`config.mk`:
```
export PLATFORM = sky130hd
export DESIGN_NAME = keypad_scanner
export DESIGN_NICKNAME = d
export VERILOG_FILES = /design/src/rtl/keypad_pkg.sv /design/src/rtl/sync_2ff.sv /design/src/rtl/keypad_scanner.sv
export SDC_FILE = /design/constraint.sdc
export NUM_CORES = 1
export LEC_CHECK = 0
export BUFFER_PORTS_ARGS = -buffer_cell sky130_fd_sc_hd__buf_2
export CELL_PAD_IN_SITES_DETAIL_PLACEMENT = 0
export CELL_PAD_IN_SITES_GLOBAL_PLACEMENT = 1
export CORE_MARGIN = 1
export CORE_UTILIZATION = 49
export CTS_BUF_LIST = sky130_fd_sc_hd__clkbuf_8
export CTS_CLUSTER_DIAMETER = 50
export DETAILED_ROUTE_END_ITERATION = 6
export PLACE_DENSITY_LB_ADDON = 0.2
export RECOVER_POWER = 50
export SETUP_SLACK_MARGIN = 0.3
export SKIP_LAST_GASP = 1
export SLEW_MARGIN = 20
export SYNTH_ARGS = -nofsm -noshare
export SYNTH_HDL_FRONTEND = slang
export SYNTH_SLANG_ARGS = --single-unit
```
`constraint.sdc`:
```
create_clock -name clk -period 3.1 [get_ports clk]
set_input_delay 0.155 -clock clk [delete_from_list [all_inputs] [get_ports clk]]
set_output_delay 0.155 -clock clk [all_outputs]
set_load 0.02 [all_outputs]
```
`src/rtl/keypad_pkg.sv`:
```
// Shared types and helpers for the 4x3 keypad scanner.
// Latency: n/a (types, constants and pure functions only).
// Backpressure: n/a.
package keypad_pkg;

    localparam int NUM_ROWS = 4;
    localparam int NUM_COLS = 3;
    localparam int ROW_W    = 2;
    localparam int COL_W    = 2;

    typedef enum logic [1:0] {
        SCAN,
        DEBOUNCE,
        PRESSED,
        RELEASE
    } state_t;

    // Active-low one-cold column drive for a column index.
    function automatic logic [NUM_COLS-1:0] col_drive(input logic [COL_W-1:0] idx);
        logic [NUM_COLS-1:0] d;
        d = '1;
        for (int i = 0; i < NUM_COLS; i++) begin
            d[i] = (idx != COL_W'(i));
        end
        return d;
    endfunction

    // Column index that follows idx in the 0,1,2,0,... scan order.
    function automatic logic [COL_W-1:0] col_next(input logic [COL_W-1:0] idx);
        logic [COL_W-1:0] n;
        if (idx == COL_W'(NUM_COLS - 1)) begin
            n = '0;
        end else begin
            n = idx + COL_W'(1);
        end
        return n;
    endfunction

    // Index of the lowest-numbered row that reads low (0 when none do).
    function automatic logic [ROW_W-1:0] lowest_low(input logic [NUM_ROWS-1:0] rows);
        logic [ROW_W-1:0] r;
        r = '0;
        for (int i = NUM_ROWS - 1; i >= 0; i--) begin
            if (!rows[i]) begin
                r = ROW_W'(i);
            end
        end
        return r;
    endfunction

endpackage

```
`src/rtl/sync_2ff.sv`:
```
// Two-flop synchroniser for asynchronous level inputs.
// Latency: 2 clk cycles from d to q.
// Backpressure: none; q simply follows d two cycles late.
module sync_2ff #(
    parameter int               WIDTH   = 1,
    parameter logic [WIDTH-1:0] RST_VAL = '0
) (
    input  logic             clk,
    input  logic             rst,
    input  logic [WIDTH-1:0] d,
    output logic [WIDTH-1:0] q
);

    logic [WIDTH-1:0] meta;

    // Two back-to-back flops; reset loads the idle level into both.
    always_ff @(posedge clk) begin
        if (rst) begin
            meta <= RST_VAL;
            q    <= RST_VAL;
        end else begin
            meta <= d;
            q    <= meta;
        end
    end

endmodule

```
`src/rtl/keypad_scanner.sv`:
```
// 4x3 matrix keypad scanner with debounce; optional auto-repeat when KEYPAD_AUTO_REPEAT_EN is defined.
// Latency: key seen at the end of a column dwell, key_valid DEBOUNCE_CNT cycles later (+2 sync cycles).
// Backpressure: none; key_valid is a one-cycle pulse with no handshake, RowOut/ColOut hold the last key.
module keypad_scanner
    import keypad_pkg::*;
#(
    parameter int SCAN_DIV      = 4,
    parameter int DEBOUNCE_CNT  = 8,
    parameter int REPEAT_DLY    = 64,
    parameter int REPEAT_PERIOD = 16
) (
    input  logic                clk,
    input  logic                rst,
    input  logic [NUM_ROWS-1:0] row_n,
    output logic [NUM_COLS-1:0] col_n,
    output logic [ROW_W-1:0]    RowOut,
    output logic [COL_W-1:0]    ColOut,
    output logic                key_valid,
    output logic                key_held
);

    localparam int DIV_W = $clog2(SCAN_DIV);
    localparam int DEB_W = $clog2(DEBOUNCE_CNT + 1);
    localparam logic [DIV_W-1:0] DIV_LAST = DIV_W'(SCAN_DIV - 1);
    localparam logic [DEB_W-1:0] DEB_LAST = DEB_W'(DEBOUNCE_CNT - 1);

    state_t              state;
    logic [COL_W-1:0]    col;
    logic [COL_W-1:0]    col_nxt;
    logic [DIV_W-1:0]    div_cnt;
    logic [DEB_W-1:0]    deb_cnt;
    logic [ROW_W-1:0]    cap_row;
    logic [NUM_ROWS-1:0] row_s;
    logic                any_low;
    logic                cap_low;
    logic                rep_fire;

    sync_2ff #(
        .WIDTH   (NUM_ROWS),
        .RST_VAL ({NUM_ROWS{1'b1}})
    ) u_row_sync (
        .clk (clk),
        .rst (rst),
        .d   (row_n),
        .q   (row_s)
    );

    assign col_nxt = col_next(col);
    assign any_low = ~&row_s;
    assign cap_low = ~row_s[cap_row];

`ifdef KEYPAD_AUTO_REPEAT_EN
    localparam int REP_MAX = (REPEAT_DLY > REPEAT_PERIOD) ? REPEAT_DLY : REPEAT_PERIOD;
    localparam int REP_W   = $clog2(REP_MAX + 1);

    logic [REP_W-1:0] rep_cnt;
    logic             rep_armed;

    // First repeat waits REPEAT_DLY held cycles, later ones REPEAT_PERIOD.
    assign rep_fire = (state == PRESSED) && cap_low &&
                      (rep_cnt == (rep_armed ? REP_W'(REPEAT_PERIOD - 1) : REP_W'(REPEAT_DLY - 1)));

    // Held-cycle counter: cleared before each new press, paused across a release glitch.
    always_ff @(posedge clk) begin
        if (rst || state == SCAN || state == DEBOUNCE) begin
            rep_cnt   <= '0;
            rep_armed <= 1'b0;
        end else if (state == PRESSED && cap_low) begin
            if (rep_fire) begin
                rep_cnt   <= '0;
                rep_armed <= 1'b1;
            end else if (rep_cnt != REP_W'(REP_MAX)) begin
                rep_cnt <= rep_cnt + REP_W'(1);
            end
        end
    end
`else
    logic unused_repeat_cfg;

    // Repeat parameters stay referenced even though the repeat counter is compiled out.
    assign unused_repeat_cfg = (REPEAT_DLY > 0) ^ (REPEAT_PERIOD > 0);
    assign rep_fire          = 1'b0;
`endif

    // Scan / debounce / hold / release-debounce state machine with registered outputs.
    always_ff @(posedge clk) begin
        if (rst) begin
            state     <= SCAN;
            col       <= '0;
            col_n     <= col_drive('0);
            div_cnt   <= '0;
            deb_cnt   <= '0;
            cap_row   <= '0;
            RowOut    <= '0;
            ColOut    <= '0;
            key_valid <= 1'b0;
            key_held  <= 1'b0;
        end else begin
            key_valid <= 1'b0;
            unique case (state)
                SCAN: begin
                    // Rows are only trusted at the end of a dwell, after the sync delay settles.
                    if (div_cnt == DIV_LAST) begin
                        div_cnt <= '0;
                        if (any_low) begin
                            cap_row <= lowest_low(row_s);
                            deb_cnt <= '0;
                            state   <= DEBOUNCE;
                        end else begin
                            col   <= col_nxt;
                            col_n <= col_drive(col_nxt);
                        end
                    end else begin
                        div_cnt <= div_cnt + DIV_W'(1);
                    end
                end
                DEBOUNCE: begin
                    if (cap_low) begin
                        if (deb_cnt >= DEB_LAST) begin
                            deb_cnt   <= '0;
                            RowOut    <= cap_row;
                            ColOut    <= col;
                            key_valid <= 1'b1;
                            key_held  <= 1'b1;
                            state     <= PRESSED;
                        end else begin
                            deb_cnt <= deb_cnt + DEB_W'(1);
                        end
                    end else begin
                        deb_cnt <= '0;
                        div_cnt <= '0;
                        col     <= col_nxt;
                        col_n   <= col_drive(col_nxt);
                        state   <= SCAN;
                    end
                end
                PRESSED: begin
                    // The first high sample already counts toward the release debounce.
                    if (!cap_low) begin
                        deb_cnt <= DEB_W'(1);
                        state   <= RELEASE;
                    end else if (rep_fire) begin
                        key_valid <= 1'b1;
                    end
                end
                RELEASE: begin
                    if (cap_low) begin
                        deb_cnt <= '0;
                        state   <= PRESSED;
                    end else if (deb_cnt >= DEB_LAST) begin
                        deb_cnt  <= '0;
                        div_cnt  <= '0;
                        key_held <= 1'b0;
                        col      <= col_nxt;
                        col_n    <= col_drive(col_nxt);
                        state    <= SCAN;
                    end else begin
                        deb_cnt <= deb_cnt + DEB_W'(1);
                    end
                end
            endcase
        end
    end

endmodule

```
==> impl_results.md, run 1 <==
- Status: finished clean
- Worst Slack Setup Final: roughly 1.1 ns
- Seq cells post-synth: 29
- Commonest non-fill, non-tap cell in the layout: dfxtp_1
- Place WS: around 1.1 ns
- Synth area leaders: dfxtp_1 46%, ha_1 5.9%, a21oi_1 4.3%
- Die Width: around 53 um
- Post-layout min period: around 2.0 ns
- Grt met3 use: 0.05217
- Sequential area share after synthesis: 0.4585
- Final WL: roughly 2.5 mm
- Final nets: 160
- Skew final: 0.002657 ns
- Crit-path cells: mux4_2, o221ai_2, nand2b_1, nor4b_2, a31o_2
- Max Clk Rate: between 400 and 500 MHz
- Via count: between 1,000 and 1,500
- IO buf count: 14
- Initial drt markers: 22
- Antenna diodes: 0
- Hpwl dp: between 1.5 and 2 mm
- Met1 track demand over resource: 0.2443
- PD cells: ~740 nW/um2
- Global route hottest layer: met2
- Worst Setup End Kind: register
- Setup Viol. Count Final: 0
- Vias in the first global route: ~950
- Slowest CP cell: mux4_2
- Initial antenna violation count: 0
- Die Ht: 52.84 um
- Crit path DAT: 2.22 ns
- Async S/R FF share, synth: 0
- Synth Net Count: ~150
- Setup Fix Bufs, Post-CTS: 0
- Max stage delay on crit path: 0.61 ns
- Starting density of the core: 0.5158
- Synthesized area: approximately 1300 um2
- Fillers: approximately 240
- Die area: around 2800 um2
- ANT nets after route: 0
- First-pass GRT wire length: roughly 4.2 mm
- Crit Path Category: register to register
- CP startpoint kind: register
- Post-route clock period utilization: 0.6585
- Worst Path Required: ~3.3 ns
- Top FF cell, synth: dfxtp_1
- Critical Path Fanout Max: 8
- Largest net degree at the start of global routing: 29
- Grt ovf: 0
- CORE AREA: between 2000 and 2500 um2
- Fin. Hold Viols: 0
- Root Driver: clkbuf_8
- Total CTS buffers: 5
- Clock sink count: 29
- Total Power: 1.053 mW
- Most frequent cells in the layout: 29 x dfxtp_1, 12 x nor2_1, 11 x a21oi_1
- Area leader, netlist: dfxtp_1
- Max_cap viols: 0
- Mapped Avg Cell Area: approximately 9.5 um2
- P_leak: about 0.56 nW
- CTS tree: done
- Worst hold path class: input port to register
- # IOs: 15
- RSZ-0062 raised after global routing: false
- # rows: 18
- Cells after Synth: roughly 130
- GRT met2 Usage: 0.3544
- Synthesis Warnings: 0
- Drt pass-1 iters: 4
- Maximum VDD drop: 0.4724 mV
- Synth top area share: 0.4585
- Critical path's top delay family: multiplexers
- GRT Overall Usage: 0.2123
- Hold-fix buffers at CTS: 0
- GP Congestion: 0.8300
- Sum Neg Setup Slack: 0 ns
- CTS Buffer Depth: 2
- Register Area: 580.6 um2
- Latest clock arrival within the worst-skew pair: roughly 0.28 ns
- PostCTS Resize Cnt: 0
- WL per Instance: between 10 and 15 um
- Least-Margin Pin Slew: 1.102 ns
- Slew Viols, Final: 0
- Multi-input gate area: 631.9 um2
- Post-synth cell types: 39
- Vias per inst: approximately 5.7
- Rel. slew slack: 0.2650
- Number of flops mapped to enable cells by yosys: 0
- Crit path buffers/inverters: 0
- Share of layout cells above drive strength 1: 0.1812
- Clock-pin slew on the worst setup and hold paths: 0.06 ns
- DRC errors left: 0
- H-tree Lvls: 2
- Area growth syn-to-layout: 12.15%
## cell type report
class / instances / share of cell area
inverter: 7 / 0.01850
multi-input combinational: 91 / 0.4449
tap: 30 / 0.02643
sequential: 29 / 0.4088
clock inverter: 3 / 0.01233
timing repair buffer: 14 / 0.04053
clock buffer: 5 / 0.04846
## cells by family after synthesis
| family | share of synthesized area |
|---|---|
| AOI/OAI and AO/OA | 0.1897 |
| adders and majority gates | 0.05929 |
| buffers and inverters | 0.04249 |
| DFF | 0.4585 |
| muxes | 0.05731 |
| and+or+nand+nor | 0.1927 |
## Yosys cell counts (all sizes together) (3+ instances only)
master and n:
a31o 4, nand2 7, nor3 3, clkbuf 4
o21ai 5, inv 7, mux2i 5, nor2 12
ha 6, or2 8, a21oi 11, dfxtp 29
## worst reg2reg max path: cells and delay by family (launching register included)
| kind | cells | cell delay [ns] |
|---|---|---|
| multiplexers | 1 | 0.61 |
| AO/OA/AOI/OAI | 2 | 0.50 |
| flip-flops | 1 | 0.37 |
| AND/OR/NAND/NOR | 2 | 0.45 |
## flip-flops by register name, summed over array words and instances, names as in the netlist, named ones only
register	flops
RowOut	2
u_row_sync.q	4
cap_row	2
state	1
col_n	3
ColOut	2
key_valid	1
div_cnt	2
u_row_sync.meta	4
deb_cnt	4
key_held	1
col	2
## metrics by stage
step                        util  cells  area (um2)  hold WS [ns]
after detailed placement  0.5484    171        1346        0.3395
after floorplan                -    133        1266        0.2588
after global placement    0.5484    171        1346        0.3372
after global routing      0.5785    179        1420       0.04460
after CTS                 0.5836    179        1433       0.04515
final                     0.5785    179        1420       0.04834
## metal layers
metal | share of wire | vias to the layer above
li1 | - | 506
met1 | 0.46 | 489
met2 | 0.48 | 26
met3 | 0.043 | 3
met4 | 0.012 | 0
met5 | 0 | -
## power breakdown
group / leakage (nW) / internal [mW] / total, mW / switching [mW]
Clock: 0.0439 / 0.154 / 0.300 / 0.146
Combinational: 0.278 / 0.118 / 0.309 / 0.190
Sequential: 0.237 / 0.413 / 0.444 / 0.0309
Total: 0.559 / 0.686 / 1.05 / 0.367
## path summary, 6_finish.rpt
path                                 startpoint                             to  slack [ns]  depth (start not counted)
hold reg to reg   u_row_sync.meta[0]$_SDFF_PP1_     u_row_sync.q[0]$_SDFF_PP1_        0.41                          1
setup / recovery        cap_row[0]$_SDFFE_PP0P_            col[1]$_SDFFE_PP0P_        1.06                          5
setup reg to reg        cap_row[0]$_SDFFE_PP0P_            col[1]$_SDFFE_PP0P_        1.06                          5
hold / removal                         row_n[0]  u_row_sync.meta[0]$_SDFF_PP1_        0.05                          2
Power figures use the tool's default switching activity.
==> run 2, diff against run 1 <==
ABC_AREA = 1   (was unset)
CORE_UTILIZATION = 45   (was 49)
clock period = 1.95 ns   (was 3.1 ns; I/O delays follow)
==> run 2 against run 1 <==
  * Critical path depth grew 2
  * Sequential share of layout area decreased by 7.6 points
  * Clock power up 110%
  * Utilization down 0.74 points
  * Sequential cell count unchanged
  * Sequential power is 53% higher
  * Critical path type unchanged
  * Total power up 60%
  * Synthesized cell count is 38% higher
  * Clock skew up 0.00086 ns
  * Largest cell class unchanged
  * Global-route usage shrank 3.2 points
  * Worst hold slack improved by 0.15 ns
==> impl_results.md, run 2 <==
- Status: finished clean
- DRC errors left: 0
- Async S/R FF share, synth: 0
- Die Ht: 59.06 um
- CTS tree: done
- Final WL: about 2.8 mm
- Least-Margin Pin Slew: about 0.38 ns
- GRT Overall Usage: 0.1801
- Vias per inst: 4.808
- Synth top area share: 0.3962
- Setup Viol. Count Final: 0
- GP Congestion: roughly 0.8
- Most frequent cells in the layout: 35 x nand2_1, 28 x dfxtp_1, 19 x inv_1
- Vias in the first global route: 1,099
- Die area: 3488 um2
- Crit path DAT: 1.71 ns
- Crit Path Category: register to register
- Commonest non-fill, non-tap cell in the layout: nand2_1
- Root Driver: clkbuf_8
- Via count: 1,202
- Synthesis Warnings: 0
- Biggest regs: deb_cnt: 4 flops, u_row_sync.meta: 4 flops, u_row_sync.q: 4 flops
- Sequential area share after synthesis: 0.3962
- Critical Path Fanout Max: 5
- Clock sink count: 29
- Cells after Synth: ~180
- Skew final: about 0.0035 ns
- WL per Instance: about 11 um
- Most frequent cell after synthesis: nand2_1
- IO buf count: 14
- Seq cells post-synth: 29
- Final core utilization: 0.5711
- PD cells: around 960 nW/um2
- Cell depth of the worst hold path: 2
- Share of layout cells above drive strength 1: 0.2476
- Fin. Hold Viols: 0
- Worst hold path class: input port to register
- Max_cap viols: 0
- Min-Delay Endpoint: col_n[0]$_SDFFE_PP0P_
- HP Start: rst
- Slew Viols, Final: 0
- Worst Setup End Kind: register
- Maximum VDD drop: 0.5435 mV
- Most frequent cells after synthesis: 37 x nand2_1, 29 x dfxtp_1, 18 x inv_1, 13 x nand3_1, 12 x a21oi_1
- Mapped Avg Cell Area: approximately 8.0 um2
- CORE AREA: a little over 3000 um2
- ANT nets after route: 0
- Fillers: 306
- P_leak: ~0.76 nW
- Clock-pin slew on the worst setup and hold paths: around 0.060 ns
- # rows: 20
- Drt pass-1 iters: 4
- Synthesized area: between 1000 and 1500 um2
- Die Width: just under 60 um
- Worst Slack Setup Final: ~0.39 ns
- Reg2reg path depth: 7
- Total Power: 1.685 mW
- Starting density of the core: 0.4760
- Area growth syn-to-layout: 19.98%
- Worst Path Required: approximately 2.1 ns
- Sum Neg Setup Slack: 0 ns
- Post-layout min period: ~1.6 ns
- CP startpoint kind: register
- Grt ovf: 0
- Largest net degree at the start of global routing: 19
- Initial drt markers: between 60 and 70
- R2R Path End: col_n[1]$_SDFFE_PP1P_
- Initial antenna violation count: 0
- Post-route clock period utilization: 0.7992
- Rel. slew slack: 0.7493
- Place WS: ~0.24 ns
- Number of flops mapped to enable cells by yosys: 0
- Final nets: ~220
- FF-to-FF setup slack: around 0.4 ns
- Max Clk Rate: between 600 and 700 MHz
- # IOs: 15
- Synth Net Count: ~200
- Synth area leaders: dfxtp_1 40%, nand2_1 9.5%, ha_1 5.1%
- H-tree Lvls: 2
- CTS Buffer Depth: 2
- Latest clock arrival within the worst-skew pair: 0.27 ns
- RSZ-0062 raised after global routing: true
- Post-synth cell types: 32
- Top FF cell, synth: dfxtp_1
- Antenna diodes: 0
- Area leader, netlist: dfxtp_1
- Total CTS buffers: 5
- Hpwl dp: about 2.1 mm
- First-pass GRT wire length: roughly 4.6 mm
[run 2: cell count changes after synthesis, sizes merged, moves of 4 or more]
cell   delta
nand3    +14
o21ai     +5
nand2    +37
mux2i     -5
nand4     +6
inv      +15
a31o      -4
[run 2: area by class of cell]
cell class                      count  area [um2]  share of cell area
Timing Repair Buffer               20       113.9             0.06477
Clock buffer                        6       82.58             0.04697
Tap cell                           44       55.05             0.03132
Clock inverter                      2       33.78             0.01922
Sequential cell                    29       584.3              0.3324
Inverter                           22       82.58             0.04697
Multi-Input combinational cell    127       805.8              0.4584
[run 2: cells by family (layout without fill, tap and decap cells)]
logic type	Yosys count	in the layout	synth area share
fa+ha+maj	6	6	0.05124
buf+inv	27	50	0.07599
compound gates	28	28	0.1264
flops	29	29	0.3962
simple gates	93	93	0.3501
[run 2: how the worst max path moves through the flow]
stage | startpoint | endpoint | slack [ns] | cells past startpoint
finish | register | col_n[1]$_SDFFE_PP1P_ | 0.39 | 7
global route | register | col[0]$_SDFFE_PP0P_ | 0.28 | 9
CTS | register | col[0]$_SDFFE_PP0P_ | 0.33 | 10
detailed placement | register | col[0]$_SDFFE_PP0P_ | 0.24 | 10
global placement | register | col[0]$_SDFFE_PP0P_ | 0.30 | 10
floorplan | state[0]$_SDFFE_PP0P_ | col_n[1]$_SDFFE_PP1P_ | 0.45 | 7
[run 2: per-stage QoR]
stage	instances	hold WS, ns	cell area (um2)
floorplan	183	0.2013	1465
global placement	237	0.2793	1569
detailed placement	237	0.2819	1569
CTS	249	0.1959	1729
global route	250	0.2146	1758
finish	250	0.1976	1758
[run 2: repair_timing]
item                       in CTS  in global routing
gates resized for setup         2                  8
hold endpoints to repair        4                  0
hold buffers                    4                  0
buffers inserted                0                  1
pin swaps                       0                  1
setup endpoints to repair       5                  7
[run 2: where the power goes]
| group | total [mW] | internal (mW) | switching, mW |
|---|---|---|---|
| sequential | 0.678 | 0.645 | 0.0328 |
| combinational | 0.376 | 0.151 | 0.225 |
| clock | 0.631 | 0.411 | 0.220 |
| total | 1.68 | 1.21 | 0.478 |
[run 2: worst max-delay path, cell delays in order, from the launching register on]
cell and delay [ns]:
dfxtp_1 0.36, inv_1 0.10, ha_1 0.29, or2_2 0.28, nand2_2 0.12, nand3_1 0.13, nand2_1 0.09, nand3_1 0.07
[run 2: per-layer routing]
metal / up-vias / wire, um / GRT usage
li1: 639 / - / -
met1: 537 / 1360 / 0.2351
met2: 21 / 1331 / 0.2760
met3: 5 / 88 / 0.04585
met4: 0 / 43 / 0.08844
met5: - / 0 / 0
==> run 3, diff against run 2 <==
ABC_AREA = 0   (was 1)
CORE_UTILIZATION = 41   (was 45)
clock period = 1.26 ns   (was 1.95 ns; I/O delays follow)
==> run 3 against run 2 <==
  * The run now ends with setup timing left
  * Cell area rose by 9.1%
  * Die area shrank 5.0%
  * Combinational power rose to 3.4 times the previous value
  * Maximum frequency decreased by 13%
  * Via count down 1.7%
  * Utilization is 11 points higher
  * Register-to-register slack worse by 0.92 ns
  * Clock skew grew 0.0045 ns
  * Global-route usage is 1.7 points higher
==> impl_results.md, run 3 (same netlist as run 1, synthesis figures left out) <==
- Max_cap viols: 0
- CP startpoint kind: register
- Max stage delay on crit path: ~0.60 ns
- Crit Path Category: register to register
- Die Width: 57.57 um
- Critical Path Fanout Max: 6
- Initial antenna violation count: 0
- Final WL: between 2 and 3 mm
- CTS tree: done
- DP Area: between 1500 and 2000 um2
- # IOs: 15
- Vias in the first global route: between 1,000 and 1,500
- Clock-pin slew on the worst setup and hold paths: around 0.07 ns
- Share of layout cells above drive strength 1: 0.5077
- Least-Margin Pin Slew: ~0.47 ns
- RSZ-0062 raised after global routing: true
- Cell depth of the worst hold path: 2
- Drt pass-1 iters: 4
- IO buf count: 14
- Setup Viol. Count Final: 19
- Root Driver: clkbuf_8
- Largest net degree at the start of global routing: 24
- Commonest non-fill, non-tap cell in the layout: buf_4
- Die Ht: 57.57 um
- ANT nets after route: 0
- Biggest regs: deb_cnt: 4 flops, u_row_sync.meta: 4 flops, u_row_sync.q: 4 flops
- Skew final: between 0.007 and 0.008 ns
- Grt ovf: 0
- Starting density of the core: 0.4476
- Final Cell Area: 1918 um2
- H-tree Lvls: 2
- Failing checks: setup timing
- Vias per inst: approximately 5.2
- Status: finished, violations left
- First-pass GRT wire length: 4.871 mm
- Worst Slack Setup Final: -0.5299 ns
- Cells after DPL: between 200 and 250
- Register Area: between 500 and 600 um2
- Die area: between 3000 and 4000 um2
- Fillers: roughly 230
- Clock sink count: 29
- P_leak: ~0.84 nW
- Post-Layout Cell Count: approximately 230
- Slowest CP cell: mux4_2
- CORE AREA: about 2800 um2
- PD cells: about 1800 nW/um2
- Slew Viols, Final: 0
- Place WS: -0.5512 ns
- Worst hold path class: input port to register
- Post-layout min period: 1.790 ns
- Worst Path Required: between 1 and 1.5 ns
- Rel. slew slack: 0.6787
- Fin. Hold Viols: 0
- Most frequent cells in the layout: 39 x buf_4, 25 x dfxtp_1, 13 x buf_2
- GP Congestion: 0.8234
- Initial drt markers: 23
- Crit path DAT: between 2 and 2.5 ns
- Crit-path cells: mux4_2, mux2i_1, or3_1, nor4_1, a31o_1
- Via count: about 1,200
- WL per Instance: roughly 13 um
- Max Clk Rate: 558.7 MHz
- Latest clock arrival within the worst-skew pair: between 0.2 and 0.3 ns
- Maximum VDD drop: around 1.5 mV
- Area growth syn-to-layout: 51.48%
- # rows: 19
- Post-route clock period utilization: 1.421
- Multi-input gate area: about 700 um2
- Final nets: 206
- Total CTS buffers: 5
- Reg2reg path depth: 5
- Worst Setup End Kind: register
- Antenna diodes: 0
- CTS Buffer Depth: 2
- Hpwl dp: roughly 2.1 mm
- DRC errors left: 0
- GRT Overall Usage: 0.1972
==> run 3: cell count changes in the layout (fill, tap and decap cells not counted), sizes merged, moves of 4 or more <==
cell and change:
buf +48, nand2 -37, inv -16, nand3 -14
clkbuf -8, nand4 -6, mux2i +5, o21ai -5
a31o +4
==> run 3: critical path: cells and delay by family, from the launching register on <==
kind | cells | cell delay, ns
simple gates | 2 | 0.51
mux | 2 | 0.76
flops | 1 | 0.34
compound gates | 1 | 0.13
==> run 3: per-stage QoR <==
| stage | utilization | power [mW] | setup TNS, ns | hold WS (ns) |
|---|---|---|---|---|
| global route | 0.6780 | 3.584 | -9.220 | 0.2200 |
| finish | 0.6780 | 3.396 | -8.102 | 0.2138 |
| detailed placement | 0.5834 | 2.247 | -8.774 | 0.2487 |
| global placement | 0.5834 | 2.214 | -8.371 | 0.2452 |
| floorplan | - | 1.831 | -6.899 | 0.1668 |
| CTS | 0.6563 | 3.326 | -7.881 | 0.1811 |
==> run 3: layout make-up <==
cell class / count / share of cell area
multi-input cells: 91 / 0.3673
flip-flops and latches: 29 / 0.3066
repair buffers: 60 / 0.2270
clock buffers: 6 / 0.04305
well taps: 31 / 0.02022
clock inverters: 2 / 0.01957
inverters: 7 / 0.01631
==> run 3: report_power, final <==
group,internal (mW),total [mW],leakage (nW),switching (mW)
Combinational,0.666,1.28,0.547,0.619
Clock,0.642,0.996,0.0574,0.354
Sequential,1.03,1.12,0.239,0.0860
==> run 3: repair_timing <==
action	in CTS	in global routing
buffers inserted	2	3
hold endpoints to repair	4	0
endpoints found under the setup margin	21	21
hold buffers	4	0
resized for setup	10	11
pin swaps	4	4
==> run 3: worst paths after layout <==
path | start | end | slack (ns)
worst min-delay path | rst | RowOut[0]$_SDFFE_PP0P_ | 0.21
worst max register to register | cap_row[0]$_SDFFE_PP0P_ | deb_cnt[3]$_SDFFE_PP0P_ | -0.53
worst max-delay path | cap_row[0]$_SDFFE_PP0P_ | deb_cnt[3]$_SDFFE_PP0P_ | -0.53
worst min register to register | u_row_sync.meta[3]$_SDFF_PP1_ | u_row_sync.q[3]$_SDFF_PP1_ | 0.41
==> run 3: metal layers <==
| layer | up-vias | part of all wire | track usage |
|---|---|---|---|
| li1 | 600 | - | - |
| met4 | 0 | 0.018 | 0.09756 |
| met5 | - | 0 | 0 |
| met2 | 17 | 0.52 | 0.3439 |
| met1 | 558 | 0.43 | 0.2252 |
| met3 | 6 | 0.033 | 0.04535 |
